## src/rtl/dcache_axi_wr.sv

```systemverilog
// Write-back AXI4 burst master: drains one cacheline from the dcache write FIFO
// as a single INCR burst on AW/W/B and reports acceptance/completion back.
module dcache_axi_wr #(
    parameter int         LINE_WIDTH     = 128,
    parameter int         AXI_DATA_WIDTH = 32,
    parameter logic [3:0] AXI_ID         = 4'h1
) (
    input  logic                        clk,
    input  logic                        rst,
    input  logic                        wen_i,
    input  logic [LINE_WIDTH-1:0]       wdata_i,
    input  logic [31:0]                 awaddr_i,
    output logic                        req_accept_o,
    output logic                        bvalid_o,
    output logic                        err_o,
    output logic [3:0]                  awid_o,
    output logic [31:0]                 awaddr_o,
    output logic [7:0]                  awlen_o,
    output logic [2:0]                  awsize_o,
    output logic [1:0]                  awburst_o,
    output logic                        awvalid_o,
    input  logic                        awready_i,
    output logic [AXI_DATA_WIDTH-1:0]   wdata_o,
    output logic [AXI_DATA_WIDTH/8-1:0] wstrb_o,
    output logic                        wlast_o,
    output logic                        wvalid_o,
    input  logic                        wready_i,
    input  logic [3:0]                  bid_i,
    input  logic [1:0]                  bresp_i,
    input  logic                        bvalid_i,
    output logic                        bready_o
);

    localparam int                BURST_LEN = LINE_WIDTH / AXI_DATA_WIDTH;
    localparam int                BEAT_W    = (BURST_LEN > 1) ? $clog2(BURST_LEN) : 1;
    localparam logic [BEAT_W-1:0] LAST_BEAT = BEAT_W'(BURST_LEN - 1);
    localparam logic [7:0]        AWLEN     = 8'(BURST_LEN - 1);

    typedef enum logic [1:0] {
        ST_IDLE = 2'd0,
        ST_BUSY = 2'd1,
        ST_RESP = 2'd2
    } state_t;

    state_t                                      r_state;
    state_t                                      w_state_nxt;
    logic [LINE_WIDTH-1:0]                       r_line;
    logic [31:0]                                 r_addr;
    logic                                        r_aw_done;
    logic                                        r_w_done;
    logic [BEAT_W-1:0]                           r_beat;
    logic                                        r_err;
    logic [BURST_LEN-1:0][AXI_DATA_WIDTH-1:0]    w_beats;
    logic                                        w_aw_hs;
    logic                                        w_w_hs;
    logic                                        w_b_hs;
    logic                                        w_unused;

    assign w_beats  = r_line;
    assign w_unused = ^bid_i;

    // req_accept_o/bvalid_o are gated by rst so they stay low while reset is held
    assign req_accept_o = rst && (r_state == ST_IDLE) && wen_i;
    assign awvalid_o    = (r_state == ST_BUSY) && !r_aw_done;
    assign wvalid_o     = (r_state == ST_BUSY) && !r_w_done;
    assign wlast_o      = wvalid_o && (r_beat == LAST_BEAT);
    assign bready_o     = (r_state == ST_RESP);
    assign bvalid_o     = rst && bready_o && bvalid_i;

    assign w_aw_hs = awvalid_o && awready_i;
    assign w_w_hs  = wvalid_o && wready_i;
    assign w_b_hs  = bvalid_o;

    assign awid_o    = AXI_ID;
    assign awaddr_o  = r_addr;
    assign awlen_o   = AWLEN;
    assign awsize_o  = 3'b010;
    assign awburst_o = 2'b01;
    assign wdata_o   = w_beats[r_beat];
    assign wstrb_o   = {(AXI_DATA_WIDTH/8){1'b1}};
    assign err_o     = r_err;

    // Next-state decode; AW and W may finish in either order or together
    always_comb begin
        w_state_nxt = r_state;
        case (r_state)
            ST_IDLE: begin
                if (req_accept_o) begin
                    w_state_nxt = ST_BUSY;
                end else begin
                    w_state_nxt = ST_IDLE;
                end
            end
            ST_BUSY: begin
                if ((r_aw_done || w_aw_hs) && (r_w_done || (w_w_hs && wlast_o))) begin
                    w_state_nxt = ST_RESP;
                end else begin
                    w_state_nxt = ST_BUSY;
                end
            end
            ST_RESP: begin
                if (w_b_hs) begin
                    w_state_nxt = ST_IDLE;
                end else begin
                    w_state_nxt = ST_RESP;
                end
            end
            default: begin
                w_state_nxt = ST_IDLE;
            end
        endcase
    end

    // State register
    always_ff @(posedge clk or negedge rst) begin
        if (!rst) begin
            r_state <= ST_IDLE;
        end else begin
            r_state <= w_state_nxt;
        end
    end

    // Line buffer, address and per-channel progress; beat counter stops at the last beat
    always_ff @(posedge clk or negedge rst) begin
        if (!rst) begin
            r_line    <= '0;
            r_addr    <= 32'd0;
            r_aw_done <= 1'b0;
            r_w_done  <= 1'b0;
            r_beat    <= '0;
        end else if (req_accept_o) begin
            r_line    <= wdata_i;
            r_addr    <= awaddr_i;
            r_aw_done <= 1'b0;
            r_w_done  <= 1'b0;
            r_beat    <= '0;
        end else begin
            if (w_aw_hs) begin
                r_aw_done <= 1'b1;
            end
            if (w_w_hs) begin
                if (r_beat == LAST_BEAT) begin
                    r_w_done <= 1'b1;
                end else begin
                    r_beat <= r_beat + BEAT_W'(1);
                end
            end
        end
    end

    // Sticky error flag; only reset clears it
    always_ff @(posedge clk or negedge rst) begin
        if (!rst) begin
            r_err <= 1'b0;
        end else if (w_b_hs && (bresp_i != 2'b00)) begin
            r_err <= 1'b1;
        end
    end

endmodule

```

## config.mk

```make
export PLATFORM = sky130hd
export DESIGN_NAME = dcache_axi_wr
export DESIGN_NICKNAME = d
export VERILOG_FILES = /design/src/rtl/dcache_axi_wr.sv
export SDC_FILE = /design/constraint.sdc
export NUM_CORES = 1
export LEC_CHECK = 0
export CORE_MARGIN = 2
export CORE_UTILIZATION = 42
export DETAILED_ROUTE_END_ITERATION = 8
export PLACE_DENSITY = 0.77
export RECOVER_POWER = 25
export REMOVE_ABC_BUFFERS = 1
export SLEW_MARGIN = 0
export SYNTH_ARGS = -nofsm -noshare
export SYNTH_HDL_FRONTEND = slang
export SYNTH_SLANG_ARGS = --single-unit
```

## constraint.sdc

```tcl
create_clock -name clk -period 1.38 [get_ports clk]
set_input_delay 0.207 -clock clk [delete_from_list [all_inputs] [get_ports clk]]
set_output_delay 0.207 -clock clk [all_outputs]
set_load 0.05 [all_outputs]
```

==> results list <==
- Post-Syn Instances: 437
- Final nets: 904
* Highest achievable clock rate: 0.503 GHz
- The H-tree was split into 4 levels.
* Filler Cell Count: 1239
* Via count of the routed design: 4862
- Detailed routing placed a total of 1.24 mm of wire on met3.
- The total count of hold-check failures in the final report came to 0.
- Entering global routing, the biggest net connects 105 pins.
- The highest metal layer carrying signal wires in the routed design is met5.
- The core region is 18600 um2.
* Proportion of synthesized area in mux cells: 39.5%
* Top cells by area, synth: sky130_fd_sc_hd__dfrtp_1 53%, sky130_fd_sc_hd__mux2_4 30%, sky130_fd_sc_hd__mux4_2 9.1%, sky130_fd_sc_hd__buf_6 2.6%, sky130_fd_sc_hd__buf_4 2.3%
- The synthesized design contains 167 register bits.
- Post-synth EDFFs: 0
- P&R area growth vs syn: 58.8%
* Clock transition at the register clock pins on the worst setup and hold paths after CTS: 0.07 ns
- The flow ran to the end, but the final reports show violations.
- Synthesized-area fraction occupied by and/or/nand/nor cells: 1.60%
- Final critical path time including I/O delays and setup: 1.99 ns
- In the routed design, unresolved DRC markers number 0.
- In this run the tool buffered the top-level ports with 238 buffer cells.
- For the worst setup path, the data required time is 1.17 ns.
- FFs w/ async S/R, synth: 100%
* Min setup slack post-route: -0.609 ns
* Half-perimeter wire length after placement: 13.5 mm
- Critical Path AT: 1.78 ns
* Worst slack, placed: -0.330 ns
* Synth area leader: sky130_fd_sc_hd__dfrtp_1
- Total power: 34.2 mW
* Dominant register cell in the synthesized netlist: sky130_fd_sc_hd__dfrtp_1
- # clock sinks: 167
* Number of distinct library cells after synthesis: 29
* Launch point of the worst reg-to-reg path: r_state[0]
* Sequential fraction of the synthesis area: 52.9%
* Wire length of the first global-routing pass: 31.5 mm
- Die Area: 19900 um2
* Number of standard-cell rows in the floorplan: 50
- Final global-route overflow total: 0
* Slew of the pin with the lowest slew margin: 0.958 ns
* Clock buffer count from CTS: 17
* CTS tree: done
- Worst-case vdd ir drop: 1.86 mV
* Final Skew: 0.00668 ns
* Slew Limit Headroom: 36.1%
* Post-synthesis average cell area: 18.1 um2
- Along the worst path, the maximum fanout reaches 17.
* Critical path class: reg2out
- Number of global-route vias before repair: 5580
* Highest-count cells in the layout ignoring fill and taps: 166 x sky130_fd_sc_hd__clkdlybuf4s50_1, 164 x sky130_fd_sc_hd__dfrtp_1, 157 x sky130_fd_sc_hd__mux2_4
- Crit. End Element: output pin
* Combinational family with the most area after synthesis: multiplexers
- The final reports fail on negative setup slack.
- CTS root buf: sky130_fd_sc_hd__clkbuf_16
* Clock latency reported for the late side of the worst-skew pair: 0.41 ns
- Antenna-violating nets left: 0
- Max cap viols: 0
* Synthesized-area fraction occupied by ao, oa, aoi and oai cells: 0.554%
* Final critical-path share of the clock period: 144%
- Metal1 wirelength: 7.96 mm
* Final RePlAce weighted congestion: 0.799
- Starting utilization of the core area: 42.5%
* Met2 wirelength from detailed routing: 10.7 mm
* Summed negative setup slack over all endpoints: -54.29 ns
- The synthesized design devotes to its leading area cell type 52.9% of total area.
- Average detailed-routed wire length per instance: 20.6 um
* Final core utilization: 67.5%
- Along the worst hold path, the cell count comes to 2.
- DIE HEIGHT: 141 um
- The max-slew violation count is 0.
- Diodes inserted: 0
- Total power per unit cell area: 2730 nW/um2
- Initial antenna violation count: 1
- Global routing used 20.6% of the available tracks.
- Top-level I/O count: 264
- The clock passes through at most 2 buffers.
- Leakage power: 5.86 nW
- Post-synthesis xor/xnor area fraction: 0%
- The min-delay analysis places its worst path in the category in2reg.
* Die width: 141 um
- Setup repair after global routing could not meet its margin everywhere.
- Worst setup SP type: flop
* Post-synth design cell area: 7900 um2
- Setup violations remaining at the end of the flow were counted as 201.
- Post-route worst hold slack: 0.394 ns
- Post-detailed-routing wire length: 20.2 mm
- Of the total synthesized cell area, the portion taken by full adders, half adders and majority gates is 0.158%.
- R2R cell count: 6
* Detailed Routing Iterations Pass 1: 4
- Detailed Route Iter0 Violations: 142
- Leaving out fill and tap cells, the most frequent cell in the layout is sky130_fd_sc_hd__clkdlybuf4s50_1.
- Cells with a size suffix above 1 make up 50.1% of the layout.
* Startpoint of the most critical hold path: awaddr_i[11]
- Worst setup startpoint: r_beat[0]
* Ratio of routed vias to standard cells: 4.97
* Count of synthesis-stage warnings from yosys: 0
==> power by group <==
group	leakage (nW)	internal, mW	switching, mW
combinational	3.60	11.0	8.99
sequential	1.97	7.42	1.92
clock	0.286	2.88	2.03
==> critical path: stages, from the launching register on <==
cell and delay, ns:
sky130_fd_sc_hd__dfrtp_2 0.41, sky130_fd_sc_hd__buf_12 0.21, sky130_fd_sc_hd__mux4_2 0.57, sky130_fd_sc_hd__buf_12 0.17
==> flip-flops by register name, summed over array words and instances (netlist names) <==
register,flops
r_aw_done,1
r_beat,2
err_o,1
awaddr_o,32
r_line,128
r_state,2
r_w_done,1
==> metal layers <==
metal  track usage [%]  vias up
met2              36.3      181
met1              24.4     2519
met5                 0        -
met3              6.28       19
met4              5.89        2
li1                  -     2141
==> Yosys cell counts (2+ instances only) <==
master / number
sky130_fd_sc_hd__nor2b_1: 2
sky130_fd_sc_hd__nand2b_1: 2
sky130_fd_sc_hd__mux4_2: 32
sky130_fd_sc_hd__dfrtp_1: 167
sky130_fd_sc_hd__nor2_1: 4
sky130_fd_sc_hd__conb_1: 2
sky130_fd_sc_hd__buf_2: 3
sky130_fd_sc_hd__mux2_2: 3
sky130_fd_sc_hd__clkbuf_1: 2
sky130_fd_sc_hd__buf_6: 18
sky130_fd_sc_hd__buf_4: 24
sky130_fd_sc_hd__mux2_4: 157
sky130_fd_sc_hd__nand2_1: 5
==> metrics by stage <==
stage | cells | instance area (um2)
after global routing | 978 | 12500
after floorplan | 409 | 7570
after global placement | 919 | 11100
after CTS | 978 | 12500
after detailed placement | 919 | 11100
final | 978 | 12500
==> final timing paths <==
check,slack [ns],endpoint
min in group asynchronous,0.46,r_line[105]
worst min register to register,0.51,r_line[87]
worst min-delay path,0.39,awaddr_o[11]
worst max-delay path,-0.61,wdata_o[6]
max in group asynchronous,0.22,r_line[21]
worst max register to register,-0.26,r_line[118]
==> timing repair <==
action | CTS | global route
setup endpoints to repair | 193 | 203
hold buffers | 2 | 0
setup buffers | 15 | 5
endpoints found under the hold margin | 8 | 0
pin swaps | 4 | 6
cloned | 11 | 1
gates resized for setup | 96 | 25
==> final cells by class <==
cell class              instances  area, um2  area share (%)
flip-flops and latches        167       4180            33.3
repair buffers                303       3970            31.6
multi-input cells             241       3490            27.9
clock buffers                  19        433            3.45
well taps                     234        293            2.33
clock inverters                13        169            1.35
inverters                       1       7.51          0.0599
==> cells by family after synthesis <==
kind of cell,Yosys count
other,2
DFF,167
and+or+nand+nor,20
adders and majority gates,1
AOI/OAI and AO/OA,6
muxes,193
buffers and inverters,48
Note: power is estimated with default switching activity, not from simulation.
